**src/rtl/nibble_serial_adder_ctrl_pkg.sv**
```systemverilog
// Shared types and constants for the nibble-serial add/subtract sequencer.
package nibble_serial_adder_ctrl_pkg;

    localparam int unsigned NIBBLE = 4;

    typedef enum logic [1:0] {
        ST_IDLE = 2'd0,
        ST_RUN  = 2'd1,
        ST_DONE = 2'd2
    } state_t;

endpackage

```
**src/rtl/full_adder.sv**
```systemverilog
// Single-bit full adder cell.
module full_adder (
    input  logic i_a,
    input  logic i_b,
    input  logic i_cin,
    output logic o_sum,
    output logic o_cout
);

    assign o_sum  = i_a ^ i_b ^ i_cin;
    assign o_cout = (i_a & i_b) | (i_cin & (i_a ^ i_b));

endmodule

```
**src/rtl/ripple_adder_4bit.sv**
```systemverilog
// 4-bit ripple-carry adder built from full_adder cells.
module ripple_adder_4bit (
    input  logic [3:0] i_a,
    input  logic [3:0] i_b,
    input  logic       i_cin,
    output logic [3:0] o_sum,
    output logic       o_cout
);

    logic [4:0] w_c;

    assign w_c[0] = i_cin;

    for (genvar g = 0; g < 4; g++) begin : g_bit
        full_adder u_fa (
            .i_a    (i_a[g]),
            .i_b    (i_b[g]),
            .i_cin  (w_c[g]),
            .o_sum  (o_sum[g]),
            .o_cout (w_c[g+1])
        );
    end

    assign o_cout = w_c[4];

endmodule

```
**src/rtl/nibble_serial_adder_ctrl.sv**
```systemverilog
// WIDTH-bit add/subtract using one shared 4-bit adder, one nibble per clock,
// LSB nibble first, with start/busy/done handshake.
module nibble_serial_adder_ctrl
    import nibble_serial_adder_ctrl_pkg::*;
#(
    parameter int unsigned WIDTH = 16
) (
    input  logic             clk,
    input  logic             reset,
    input  logic             start,
    input  logic             sub,
    input  logic [WIDTH-1:0] a,
    input  logic [WIDTH-1:0] b,
    input  logic             cin,
    output logic             busy,
    output logic             done,
    output logic [WIDTH-1:0] sum,
    output logic             cout,
    output logic             overflow
);

    localparam int unsigned NNIB  = WIDTH / NIBBLE;
    localparam int unsigned IDX_W = (NNIB > 1) ? $clog2(NNIB) : 1;

    state_t             r_state;
    state_t             w_state_nxt;
    logic               w_accept;
    logic               w_last;

    logic [IDX_W-1:0]   r_idx;
    logic [WIDTH-1:0]   r_a;
    logic [WIDTH-1:0]   r_b_eff;
    logic [WIDTH-1:0]   r_sum;
    logic               r_carry;
    logic               r_cout;
    logic               r_ovf;
    logic               r_busy;
    logic               r_done;

    logic [NIBBLE-1:0]  w_a_nib;
    logic [NIBBLE-1:0]  w_b_nib;
    logic [NIBBLE-1:0]  w_sum_nib;
    logic               w_cout_nib;

    assign w_last = (r_idx == IDX_W'(NNIB - 1));

    // Select the current nibble of the latched operands.
    always_comb begin
        w_a_nib = '0;
        w_b_nib = '0;
        for (int unsigned n = 0; n < NNIB; n++) begin
            if (r_idx == IDX_W'(n)) begin
                w_a_nib = r_a[n*NIBBLE +: NIBBLE];
                w_b_nib = r_b_eff[n*NIBBLE +: NIBBLE];
            end
        end
    end

    ripple_adder_4bit u_adder (
        .i_a    (w_a_nib),
        .i_b    (w_b_nib),
        .i_cin  (r_carry),
        .o_sum  (w_sum_nib),
        .o_cout (w_cout_nib)
    );

    always_ff @(posedge clk or posedge reset) begin
        if (reset) begin
            r_state <= ST_IDLE;
        end else begin
            r_state <= w_state_nxt;
        end
    end

    always_comb begin
        w_state_nxt = r_state;
        w_accept    = 1'b0;
        case (r_state)
            ST_IDLE: begin
                if (start) begin
                    w_accept    = 1'b1;
                    w_state_nxt = ST_RUN;
                end
            end
            ST_RUN: begin
                if (w_last) begin
                    w_state_nxt = ST_DONE;
                end
            end
            ST_DONE: begin
                w_state_nxt = ST_IDLE;
            end
            default: begin
                w_state_nxt = ST_IDLE;
            end
        endcase
    end

    // Operand latch, per-nibble writeback and final flag capture.
    always_ff @(posedge clk or posedge reset) begin
        if (reset) begin
            r_idx   <= '0;
            r_a     <= '0;
            r_b_eff <= '0;
            r_sum   <= '0;
            r_carry <= 1'b0;
            r_cout  <= 1'b0;
            r_ovf   <= 1'b0;
        end else if (w_accept) begin
            r_idx   <= '0;
            r_a     <= a;
            r_b_eff <= sub ? ~b : b;
            r_sum   <= '0;
            r_carry <= sub ? 1'b1 : cin;
        end else if (r_state == ST_RUN) begin
            for (int unsigned n = 0; n < NNIB; n++) begin
                if (r_idx == IDX_W'(n)) begin
                    r_sum[n*NIBBLE +: NIBBLE] <= w_sum_nib;
                end
            end
            r_carry <= w_cout_nib;
            if (w_last) begin
                r_cout <= w_cout_nib;
                r_ovf  <= (r_a[WIDTH-1] == r_b_eff[WIDTH-1]) &&
                          (w_sum_nib[NIBBLE-1] != r_a[WIDTH-1]);
            end else begin
                r_idx <= r_idx + IDX_W'(1);
            end
        end
    end

    always_ff @(posedge clk or posedge reset) begin
        if (reset) begin
            r_busy <= 1'b0;
            r_done <= 1'b0;
        end else begin
            r_busy <= (w_state_nxt == ST_RUN);
            r_done <= (w_state_nxt == ST_DONE);
        end
    end

    assign busy     = r_busy;
    assign done     = r_done;
    assign sum      = r_sum;
    assign cout     = r_cout;
    assign overflow = r_ovf;

endmodule

```
**config.mk**
```make
export PLATFORM = sky130hd
export DESIGN_NAME = nibble_serial_adder_ctrl
export DESIGN_NICKNAME = d
export VERILOG_FILES = /design/src/rtl/nibble_serial_adder_ctrl_pkg.sv /design/src/rtl/full_adder.sv /design/src/rtl/ripple_adder_4bit.sv /design/src/rtl/nibble_serial_adder_ctrl.sv
export SDC_FILE = /design/constraint.sdc
export NUM_CORES = 1
export LEC_CHECK = 0
export BUFFER_PORTS_ARGS = -buffer_cell sky130_fd_sc_hd__buf_2
export CAP_MARGIN = 0
export CORE_MARGIN = 1
export CORE_UTILIZATION = 58
export DETAILED_ROUTE_END_ITERATION = 10
export GPL_TIMING_DRIVEN = 0
export HOLD_SLACK_MARGIN = 0.06
export PLACE_DENSITY = 0.89
export SYNTH_ARGS = -nofsm -noshare
export SYNTH_HDL_FRONTEND = slang
export SYNTH_SLANG_ARGS = --single-unit
```
**constraint.sdc**
```tcl
create_clock -name clk -period 6.5 [get_ports clk]
set_input_delay 0.65 -clock clk [delete_from_list [all_inputs] [get_ports clk]]
set_output_delay 0.65 -clock clk [all_outputs]
set_load 0.005 [all_outputs]
```
==> impl_metrics.env <==
export IMPL_status="completed"
export IMPL_first_iter_violations=81
export IMPL_worstPathRequired_ns=6.75
export IMPL_netlist_area_leader_share_pct=52.8
export IMPL_routed_via_count=2062
export IMPL_syn_instance_count=251
export IMPL_drive_above_1_share_pct=31.0
export IMPL_leakage_nw=1.57
export IMPL_ff2ff_path_depth=13
export IMPL_layout_cells_most_common="sky130_fd_sc_hd__buf_2"
export IMPL_worst_r2r_startpoint="r_idx[0]$_DFFE_PP0P_"
export IMPL_ys_ff_latch=57
export IMPL_r2r_end="overflow$_DFFE_PP0P_"
export IMPL_setup_worst_path_end="overflow$_DFFE_PP0P_"
export IMPL_timing_worst_setup_path_type="flop to flop"
export IMPL_gr_usage_all_layers_pct=25.0
export IMPL_initial_utilization_pct=61.2
export IMPL_distinct_cell_type_count_of_the_synthesized_netlist=34
export IMPL_cts_buffers=9
export IMPL_worst_setup_path_startpoint="r_idx[0]$_DFFE_PP0P_"
export IMPL_rsz_0062_raised_after_global_routing="false"
export IMPL_ys_warn_count=0
export IMPL_cp_common_cell="sky130_fd_sc_hd__fa_1"
export IMPL_buffer_ports_inserted=55
export IMPL_crit_path_cell_trace="inv_1 -> ha_1 -> buf_2 -> clkbuf_1 -> a221oi_1 -> o31ai_1 -> fa_1 -> inv_1 -> fa_1 -> fa_1 -> fa_1 -> or3_1 -> a31oi_1"
export IMPL_synthesis_area_per_instance_sq_um=10.8
export IMPL_h_tree_levels=3
export IMPL_grt_overflow_total=0
export IMPL_vdd_ir_drop_worst_mv=0.288
export IMPL_num_antenna_cells=0
export IMPL_post_route_min_period_ns=3.94
export IMPL_floorplan_die_area_sq_mm=0.00493
export IMPL_register_area_share_after_synthesis_pct=52.8
export IMPL_grt_antenna_before_repair=0
export IMPL_clock_root_buffer="sky130_fd_sc_hd__clkbuf_8"
export IMPL_io_pins=57
export IMPL_cts_num_sinks=57
export IMPL_gp_congestion=0.862
export IMPL_power_per_cell_area_mw_per_mm2=556
export IMPL_critical_path_slowest_cell="sky130_fd_sc_hd__fa_1"
export IMPL_grt_max_degree=41
export IMPL_cts_hold_fix_buffers=0
export IMPL_max_cap_violations=0
export IMPL_grt_pass1_wl_microns=9240
export IMPL_worstSetupEndpointType="flop"
export IMPL_area_growth_syn_to_layout_pct=20.3
export IMPL_coreArea_sq_mm=0.00441
export IMPL_post_cts_resized_instances=0
export IMPL_die_h_microns=70.2
export IMPL_avg_vias_per_cell=5.50
export IMPL_finalNonFillerCells=375
export IMPL_grt_pass1_vias=1989
export IMPL_finalSetupViolations=0
export IMPL_pre_cts_ws_ns=2.68
export IMPL_place_detailed_hpwl_microns=4100
export IMPL_clock_pin_slew_on_the_worst_setup_and_hold_paths_ns=0.06
export IMPL_largest_fanout_on_the_critical_path=10
export IMPL_cts_setup_buffers=0
export IMPL_detail_route_first_pass_iterations=4
export IMPL_cp_data_arrival_time_ns=4.19
export IMPL_final_hold_violation_count=0
export IMPL_worst_pin_slew_ns=0.458
export IMPL_timing_critical_path_from_type="flop"
export IMPL_holdCritPathClass="input pin to asynchronous set/reset pin"
export IMPL_clock_skew_final_ns=0.00652
export IMPL_most_common_layout_cells="64 x sky130_fd_sc_hd__buf_2, 57 x sky130_fd_sc_hd__dfrtp_1, 28 x sky130_fd_sc_hd__nor2_1"
export IMPL_wl_per_cell_microns=14.9
export IMPL_fraction_of_the_cycle_the_final_worst_path_needs_pct=60.6
export IMPL_ctsLongestPathBuffers=2
export IMPL_finalNetCount=363
export IMPL_die_width_microns=70.2
export IMPL_std_cell_rows=24
export IMPL_netlist_area_sq_mm=0.00270
export IMPL_timing_final_max_slew_violations=0
export IMPL_crit_path_max_incr_delay_ns=0.49
export IMPL_cts_tree="done"
export IMPL_total_negative_setup_slack_ns=0
export IMPL_timing_slew_headroom_pct=69.5
export IMPL_antenna_left=0
export IMPL_post_synth_main_area_contributors="sky130_fd_sc_hd__dfrtp_1 53%, sky130_fd_sc_hd__mux2_2 5.4%, sky130_fd_sc_hd__a21oi_1 4.6%, sky130_fd_sc_hd__xnor2_1 4.2%, sky130_fd_sc_hd__nor2_1 3.9%"
export IMPL_area_leader_netlist="sky130_fd_sc_hd__dfrtp_1"
export IMPL_synth_nets=296
export IMPL_layout_filler_cells=337
export IMPL_drc=0
export IMPL_worst_r2r_setup_slack_ns=2.56
export IMPL_dp_cells=359
export IMPL_max_freq_ghz=0.254
export IMPL_finalWorstSetupSlack_ns=2.56
export IMPL_drt_total_wl_microns=5580
export IMPL_clock_latency_ns=0.33
## registers in the layout, summed over array words and instances (netlist names)
name and count:
r_state 2, done 1, cout 1, busy 1, overflow 1, sum 16, r_carry 1, r_idx 2
r_a 16, r_b_eff 16
## power breakdown
| part | internal [mW] | switching (mW) |
|---|---|---|
| combinational | 0.386 | 0.491 |
| clock | 0.187 | 0.131 |
| sequential | 0.517 | 0.0945 |
| total | 1.09 | 0.717 |
## cells by family after synthesis
kind of cell / count (synthesis) / share of synthesized area (%)
DFF: 57 / 52.8
and+or+nand+nor: 60 / 10.4
xor gates and xnor gates: 16 / 5.19
buffers and inverters: 31 / 5.28
AOI/OAI and AO/OA: 58 / 13.1
muxes: 21 / 8.43
adders and majority gates: 8 / 4.82
## area by class of cell
| cell class | instances | area [sq um] | area share [%] |
|---|---|---|---|
| sequential | 57 | 1430 | 43.9 |
| multi-input combinational | 163 | 1130 | 34.8 |
| clock inverter | 3 | 40.0 | 1.23 |
| tap | 52 | 65.1 | 2.00 |
| inverter | 15 | 56.3 | 1.73 |
| buffer | 16 | 86.3 | 2.66 |
| timing repair buffer | 56 | 295 | 9.09 |
| clock buffer | 13 | 149 | 4.58 |
## critical path: cells and delay by family, from the launching register on
family                     cells  cell delay, ns
adders and majority gates      5            1.70
DFF                            1            0.42
and+or+nand+nor                1            0.32
buffers and inverters          4            0.71
AOI/OAI and AO/OA              3            0.71
## metal layers
metal | vias to the layer above | GRT usage [%] | share of wire, %
li1 | 983 | - | -
met1 | 981 | 31.5 | 42
met2 | 80 | 39.3 | 49
met3 | 18 | 6.20 | 4.8
met4 | 0 | 14.4 | 3.5
met5 | - | 0 | 0
## through the flow
step                hold WS (ns)  area, sq um  util (%)  power (mW)
floorplan                  0.458         2700         -        1.23
global placement           0.466         3040      68.9        1.43
detailed placement         0.473         3060      69.3        1.49
CTS                        0.296         3250      73.6        1.81
global route               0.323         3250      73.6        1.95
finish                     0.295         3250      73.6        1.81
## worst min-delay path by stage
stage / start / end / slack, ns / depth (start not counted)
after CTS: reset / sum[1]$_DFFE_PP0P_ / 0.30 / 2
after global routing: reset / sum[14]$_DFFE_PP0P_ / 0.32 / 2
after floorplan: r_a[4]$_DFFE_PP0P_ / r_a[4]$_DFFE_PP0P_ / 0.46 / 1
final: reset / sum[1]$_DFFE_PP0P_ / 0.29 / 2
after detailed placement: cout$_DFFE_PP0P_ / cout$_DFFE_PP0P_ / 0.47 / 2
after global placement: cout$_DFFE_PP0P_ / cout$_DFFE_PP0P_ / 0.47 / 2
## cell usage after synthesis (all sizes together)
| cell type | count |
|---|---|
| a22oi | 6 |
| a221o | 3 |
| a221oi | 2 |
| mux2 | 14 |
| and3b | 2 |
| or2 | 2 |
| nand2 | 18 |
| nand3 | 1 |
| fa | 4 |
| or3 | 1 |
| inv | 15 |
| xor2 | 3 |
| nor2b | 3 |
| a211oi | 6 |
| buf | 14 |
| o21ai | 12 |
| nor3b | 2 |
| nand2b | 1 |
| nand3b | 2 |
| o221ai | 1 |
| o31ai | 2 |
| ha | 4 |
| clkbuf | 2 |
| nor2 | 28 |
| a21oi | 25 |
| dfrtp | 57 |
| mux2i | 7 |
| a31oi | 1 |
| xnor2 | 13 |
Power figures use the tool's default switching activity.
